==> src/rtl/full_adder_pkg.sv <==
`default_nettype none
// ============================================================================
//  Module      : full_adder_pkg
//  Description : Shared constants and result record for the full_adder slice.
//  Revision    : 1.0 - initial release
// ============================================================================
package full_adder_pkg;

    localparam int C_DEFAULT_WIDTH = 5;
    localparam int C_MAX_WIDTH     = 32;

    // The sum field is sized for the widest legal operand; narrower
    // instances leave the upper bits at zero.
    typedef struct packed {
        logic [C_MAX_WIDTH-1:0] sum;
        logic                   c_out;
        logic                   overflow;
    } result_t;

endpackage : full_adder_pkg
`default_nettype wire

==> src/rtl/bit_full_adder.sv <==
`default_nettype none
// ============================================================================
//  Module      : bit_full_adder
//  Description : Single-bit combinational full adder, one ripple-chain stage.
//  Revision    : 1.0 - initial release
// ============================================================================
module bit_full_adder (
    input  logic a,
    input  logic b,
    input  logic cin,
    output logic s,
    output logic cout
);

    logic w_half;

    assign w_half = a ^ b;
    assign s      = w_half ^ cin;
    assign cout   = (a & b) | (w_half & cin);

endmodule : bit_full_adder
`default_nettype wire

==> src/rtl/full_adder.sv <==
`default_nettype none
// ============================================================================
//  Module      : full_adder
//  Description : WIDTH-bit ripple-carry adder with registered sum, carry,
//                signed overflow and a result-valid flag.
//  Revision    : 1.0 - initial release
// ============================================================================
module full_adder
    import full_adder_pkg::*;
#(
    parameter int WIDTH = C_DEFAULT_WIDTH
) (
    input  logic             clk,
    input  logic             rst,
    input  logic [WIDTH-1:0] a,
    input  logic [WIDTH-1:0] b,
    input  logic             c_in,
    input  logic             in_valid,
    output logic [WIDTH-1:0] sum,
    output logic             c_out,
    output logic             overflow,
    output logic             out_valid
);

    logic [WIDTH:0]   w_carry;
    logic [WIDTH-1:0] w_sum;
    logic             w_overflow;
    result_t          w_next;
    result_t          r_result;
    logic             r_out_valid;

    assign w_carry[0] = c_in;

    for (genvar i = 0; i < WIDTH; i++) begin : g_bit
        bit_full_adder u_bit (
            .a    (a[i]),
            .b    (b[i]),
            .cin  (w_carry[i]),
            .s    (w_sum[i]),
            .cout (w_carry[i+1])
        );
    end

    // Signed overflow: like-signed operands producing a result of the other sign.
    assign w_overflow = (a[WIDTH-1] == b[WIDTH-1]) && (w_sum[WIDTH-1] != a[WIDTH-1]);

    always_comb begin
        w_next              = '0;
        w_next.sum[WIDTH-1:0] = w_sum;
        w_next.c_out        = w_carry[WIDTH];
        w_next.overflow     = w_overflow;
    end

    // Inputs are only sampled under in_valid, so idle-cycle X never reaches the flops.
    always_ff @(posedge clk) begin
        if (rst) begin
            r_result    <= '0;
            r_out_valid <= 1'b0;
        end else if (in_valid) begin
            r_result    <= w_next;
            r_out_valid <= 1'b1;
        end else begin
            r_result    <= r_result;
            r_out_valid <= 1'b0;
        end
    end

    assign sum       = r_result.sum[WIDTH-1:0];
    assign c_out     = r_result.c_out;
    assign overflow  = r_result.overflow;
    assign out_valid = r_out_valid;

endmodule : full_adder
`default_nettype wire

==> config.mk <==
export PLATFORM = sky130hd
export DESIGN_NAME = full_adder
export DESIGN_NICKNAME = d
export VERILOG_FILES = /design/src/rtl/full_adder_pkg.sv /design/src/rtl/bit_full_adder.sv /design/src/rtl/full_adder.sv
export SDC_FILE = /design/constraint.sdc
export NUM_CORES = 1
export LEC_CHECK = 0
export ABC_AREA = 1
export CELL_PAD_IN_SITES_DETAIL_PLACEMENT = 1
export CELL_PAD_IN_SITES_GLOBAL_PLACEMENT = 1
export CORE_MARGIN = 10
export CORE_UTILIZATION = 31
export CTS_BUF_LIST = sky130_fd_sc_hd__clkbuf_2 sky130_fd_sc_hd__clkbuf_4 sky130_fd_sc_hd__clkbuf_8
export CTS_CLUSTER_DIAMETER = 120
export DETAILED_ROUTE_END_ITERATION = 10
export HOLD_SLACK_MARGIN = 0.05
export PLACE_DENSITY_LB_ADDON = 0.1
export SYNTH_ARGS = -nofsm -noshare
export SYNTH_HDL_FRONTEND = slang
export SYNTH_SLANG_ARGS = --single-unit
==> constraint.sdc <==
create_clock -name clk -period 4.7 [get_ports clk]
set_input_delay 0.705 -clock clk [delete_from_list [all_inputs] [get_ports clk]]
set_output_delay 0.705 -clock clk [all_outputs]
set_load 0.01 [all_outputs]
# Word-level counts from Yosys, hierarchy flattened
# Cells that the tools add are included.
# W data, S select, Z words.
# classes
eq_ne	2
n_mux	1
n_bitwise	25
reduce_logical	1
# ops
operator	count
$and A1 B1 Y1	10
$xor A1 B1 Y1	10
$or A1 B1 Y1	5
$eq A1 B1 Y1	1
$logic_and A1 B1 Y1	1
$mux W1	1
$ne A1 B1 Y1	1
# word_totals
register_bits	8
input_bits	14
output_inout_bits	8
word_cells	33

# Longest topological paths before layout
# depth
ltp_word	12
mapped_depth	12
ltp_nobuf	12

# Hierarchy
# A second synthesis with hierarchy kept.
# hier_totals
cells_unflattened	44
area_unflattened_um2	406.6
# by_module_without_submodules
mod	n_inst	cells_per_inst	area_per_inst_um2	seq_area_each_um2
full_adder	1	39	306.5	160.2
bit_full_adder	5	1	20.0	0.0

# Worst setup path before layout
# OpenSTA, ideal clock, no wires.
# synth_path
path_type	input to register
start	input port a[0]
end	register r_result (netlist bit overflow)
setup_time_ns	0.115
arrival_time_ns	2.792
required_ns	4.585
setup_slack_ns	1.793
path_stages	12
n_path_buf	0
cell_sequence	inv_1 > fa_1 > inv_1 > fa_1 > fa_1 > fa_1 > inv_1 > fa_1 > inv_1 > nand2_1 > nand3_1 > a21oi_2
# synth_between
elab_chain_cells	12
elab_cells_between_ends	13
cone_classes	eq/ne (1); bitwise (11); reduce/logical (1)
# synth_lines
item	line	rtl
start: declaration	full_adder.sv:15	input logic [WIDTH-1:0] a,
$xor A1 B1 Y1	bit_full_adder.sv:17	assign w_half = a ^ b;
$and A1 B1 Y1	bit_full_adder.sv:19	assign cout = (a & b) | (w_half & cin);
$or A1 B1 Y1 (*)	bit_full_adder.sv:19	
$and A1 B1 Y1 (*)	bit_full_adder.sv:19	
$or A1 B1 Y1 (*)	bit_full_adder.sv:19	
$and A1 B1 Y1 (*)	bit_full_adder.sv:19	
$or A1 B1 Y1 (*)	bit_full_adder.sv:19	
$and A1 B1 Y1 (*)	bit_full_adder.sv:19	
$or A1 B1 Y1 (*)	bit_full_adder.sv:19	
$xor A1 B1 Y1 (*)	bit_full_adder.sv:18	assign s = w_half ^ cin;
$ne A1 B1 Y1 (*)	full_adder.sv:45	assign w_overflow = (a[WIDTH-1] == b[WIDTH-1]) && (w_sum[WIDTH-1] != a[WIDTH-1]);
$logic_and A1 B1 Y1 (*)	full_adder.sv:45	
end signal: assignment	full_adder.sv:60	r_result <= w_next;
end signal: assignment	full_adder.sv:63	r_result <= r_result;
end: declaration	full_adder.sv:29	result_t r_result;
# Mark *: on every way between the ends. The rest lies on a longest branch, timed or not.
# A chain may end at the register's enable or synchronous reset.

# Worst setup path after layout
# Ends and elaborated chain as after synthesis.

==> flow_summary.yaml <==
floorplanning:
  core_area_um2: 1334
  initial_core_util_pct: 33.30
  die_h_um: 57.85
  dieArea_um2: 3347
  io_pins: 22
  num_rows: 13
  fp.dieW_um: 57.85
grt:
  grt_max_degree: 13
  grt_first_pass_wirelength_mm: 1.938
  grt.total_usage_pct: 7.895
  grt_pass1_vias: 413
  antenna_found_initial: 0
  globalRouteOverflowTotal: 0
yosys:
  syn_avg_cell_area_um2: 9.451
  synth_area_leaders: "dfxtp_1 36%, fa_1 23%, inv_1 8.5%"
  synth_top_area_share_pct: 36.06
  synth-seq-cells: 8
  synth_area_um2: 444.2
  synthDistinctLibCells: 14
  yosysTopAreaCell: "dfxtp_1"
  synth-seq-area-share_pct: 36.06
  synth_warnings: 0
  syn-num-nets: 67
  netlist_instances: 47
clock_tree:
  cts_hold_buf: 0
  clock-sinks: 8
  clk_pin_slew_ps: 60
  ctsHtreeMaxLevel: 1
  root_buffer: "clkbuf_4"
  post_cts_resized: 0
  cts_tree: "built"
  ctsLongestPathBuffers: 2
  numCtsBuffers: 3
  cts_setup_buffers: 0
  worstSkewPairLatency_ps: 250
setup_path:
  r2r_cells: 2
  crit_path_end_kind: "register"
  cp_data_required_time_ps: 4830
  crit_arrival_ps: 3320
  critPathKind: "in -> reg"
  r2r-start: "sum[4]$_SDFFE_PP0P_"
  r2r_end: "sum[4]$_SDFFE_PP0P_"
  crit_fanout: 3
  startpoint_type: "input pin"
  r2r_setup_slack_ps: 4060
timing:
  worstMarginPinSlew_ps: 543.4
  skew_ps: 0
  setup_ws_ps: 1514
  setup_viol: 0
  whs_ps: 488.8
  rsz0062_at_grt: "false"
  hold_violations: 0
  max_slew_margin_pct: 63.66
  min_period_ps: 3186
  finalMaxSlewViolations: 0
  fmax_mhz: 313.8
  min_period_over_period_pct: 67.80
  tns_ps: 0
layout:
  most-common-layout-cells: "21 x clkdlybuf4s50_1, 10 x inv_1, 8 x dfxtp_1"
  multi_input_area_um2: 229.0
  seq_area_um2: 160.2
  diodes: 0
  final_layout_size_suffix_gt1_share_pct: 14.29
  area_delta_synth_final_pct: 54.08
  final_common_cell: "clkdlybuf4s50_1"
  fillCellCount: 160
  nets: 92
  finalInstanceArea_um2: 684.4
min_path:
  hold_start: "sum[2]$_SDFFE_PP0P_"
  min_to: "sum[2]$_SDFFE_PP0P_"
  hold_path_depth: 2
  worst_hold_path_type: "reg -> reg"
placed_design:
  pre_cts_ws_ps: 1239
  port_buffers: 21
  place.gp.congestion: 0.7429
  placed_area_um2: 661.9
  hpwl_um: 967.5
power_and_ir_drop:
  irDropWorstVdd_mv: 0.2017
  totalPowerFinal_mw: 0.1852
  p_per_area_nw_per_um2: 270.6
  power.leakage_nw: 0.3012
drt:
  routedWlPerCell_um: 13.91
  firstDrtPassIters: 4
  vias_per_cell: 4.447
  drt-initial-drc-count: 3
  antenna_left: 0
  wirelength_mm: 1.182
  num_vias: 378
  drc: 0
flow_run:
  maxCapViolations: 0
outcome:
  status: "completed"
[synthesized netlist by cell type]
library cell / n
nand2_1: 2
nand3_1: 1
o21ai_0: 1
o21ai_1: 3
o21ai_2: 3
nor2_1: 7
inv_4: 1
a21oi_2: 3
a21oi_1: 1
fa_1: 5
inv_1: 10
buf_6: 1
ha_1: 1
dfxtp_1: 8
[state kept, by name, indices dropped and copies added, names as in the netlist]
register,cells
c_out,1
out_valid,1
overflow,1
sum,5
[worst max-delay path: stages]
cell and delay, ps:
clkdlybuf4s50_1 390, inv_1 80, fa_1 180, inv_1 50
fa_1 370, fa_1 390, fa_1 370, inv_1 70
fa_1 440, inv_1 70, nand2_1 40, nand3_1 90
a21oi_2 50
[per-layer routing]
layer	routed length [um]	vias up	global-route usage (%)
met2	484	21	10.89
met4	23	0	5.034
met3	167	4	6.754
met1	507	161	7.797
met5	0	-	0
li1	-	192	-
[through the flow]
stage | util, % | std cells
5_1_grt | 51.31 | 85
4_1_cts | 51.31 | 85
6_report | 51.31 | 85
3_3_place_gp | 49.62 | 82
2_1_floorplan | - | 47
3_5_place_dp | 49.62 | 82
[final cells by class]
class	instances	share of cell area [%]
Tap cell	15	2.742
Multi-Input combinational cell	27	33.46
Timing Repair Buffer	21	30.71
Sequential cell	8	23.40
Clock buffer	3	3.291
Inverter	11	6.399
[logic make-up (layout without fill, tap and decap cells)]
| family | after synthesis | in the layout | share of synthesized area (%) |
|---|---|---|---|
| fa+ha+maj | 6 | 6 | 25.35 |
| flops | 8 | 8 | 36.06 |
| simple gates | 10 | 10 | 8.733 |
| buf+inv | 12 | 35 | 12.40 |
| compound gates | 11 | 11 | 17.46 |
[worst max-delay path by stage]
stage,startpoint,endpoint,slack [ps],cells after the start
6_report,a[0],overflow$_SDFFE_PP0P_,1510,13
5_1_grt,a[0],overflow$_SDFFE_PP0P_,1390,13
4_1_cts,a[0],overflow$_SDFFE_PP0P_,1490,13
3_5_place_dp,a[0],overflow$_SDFFE_PP0P_,1240,13
3_3_place_gp,a[0],overflow$_SDFFE_PP0P_,1240,13
2_1_floorplan,a[0],overflow$_SDFFE_PP0P_,1790,12
[power breakdown]
part	switching, mW	internal, mW	total, mW
clock	0.0245	0.0293	0.0538
sequential	0.00307	0.0739	0.0770
combinational	0.0241	0.0303	0.0544
Power figures use the tool's default switching activity.
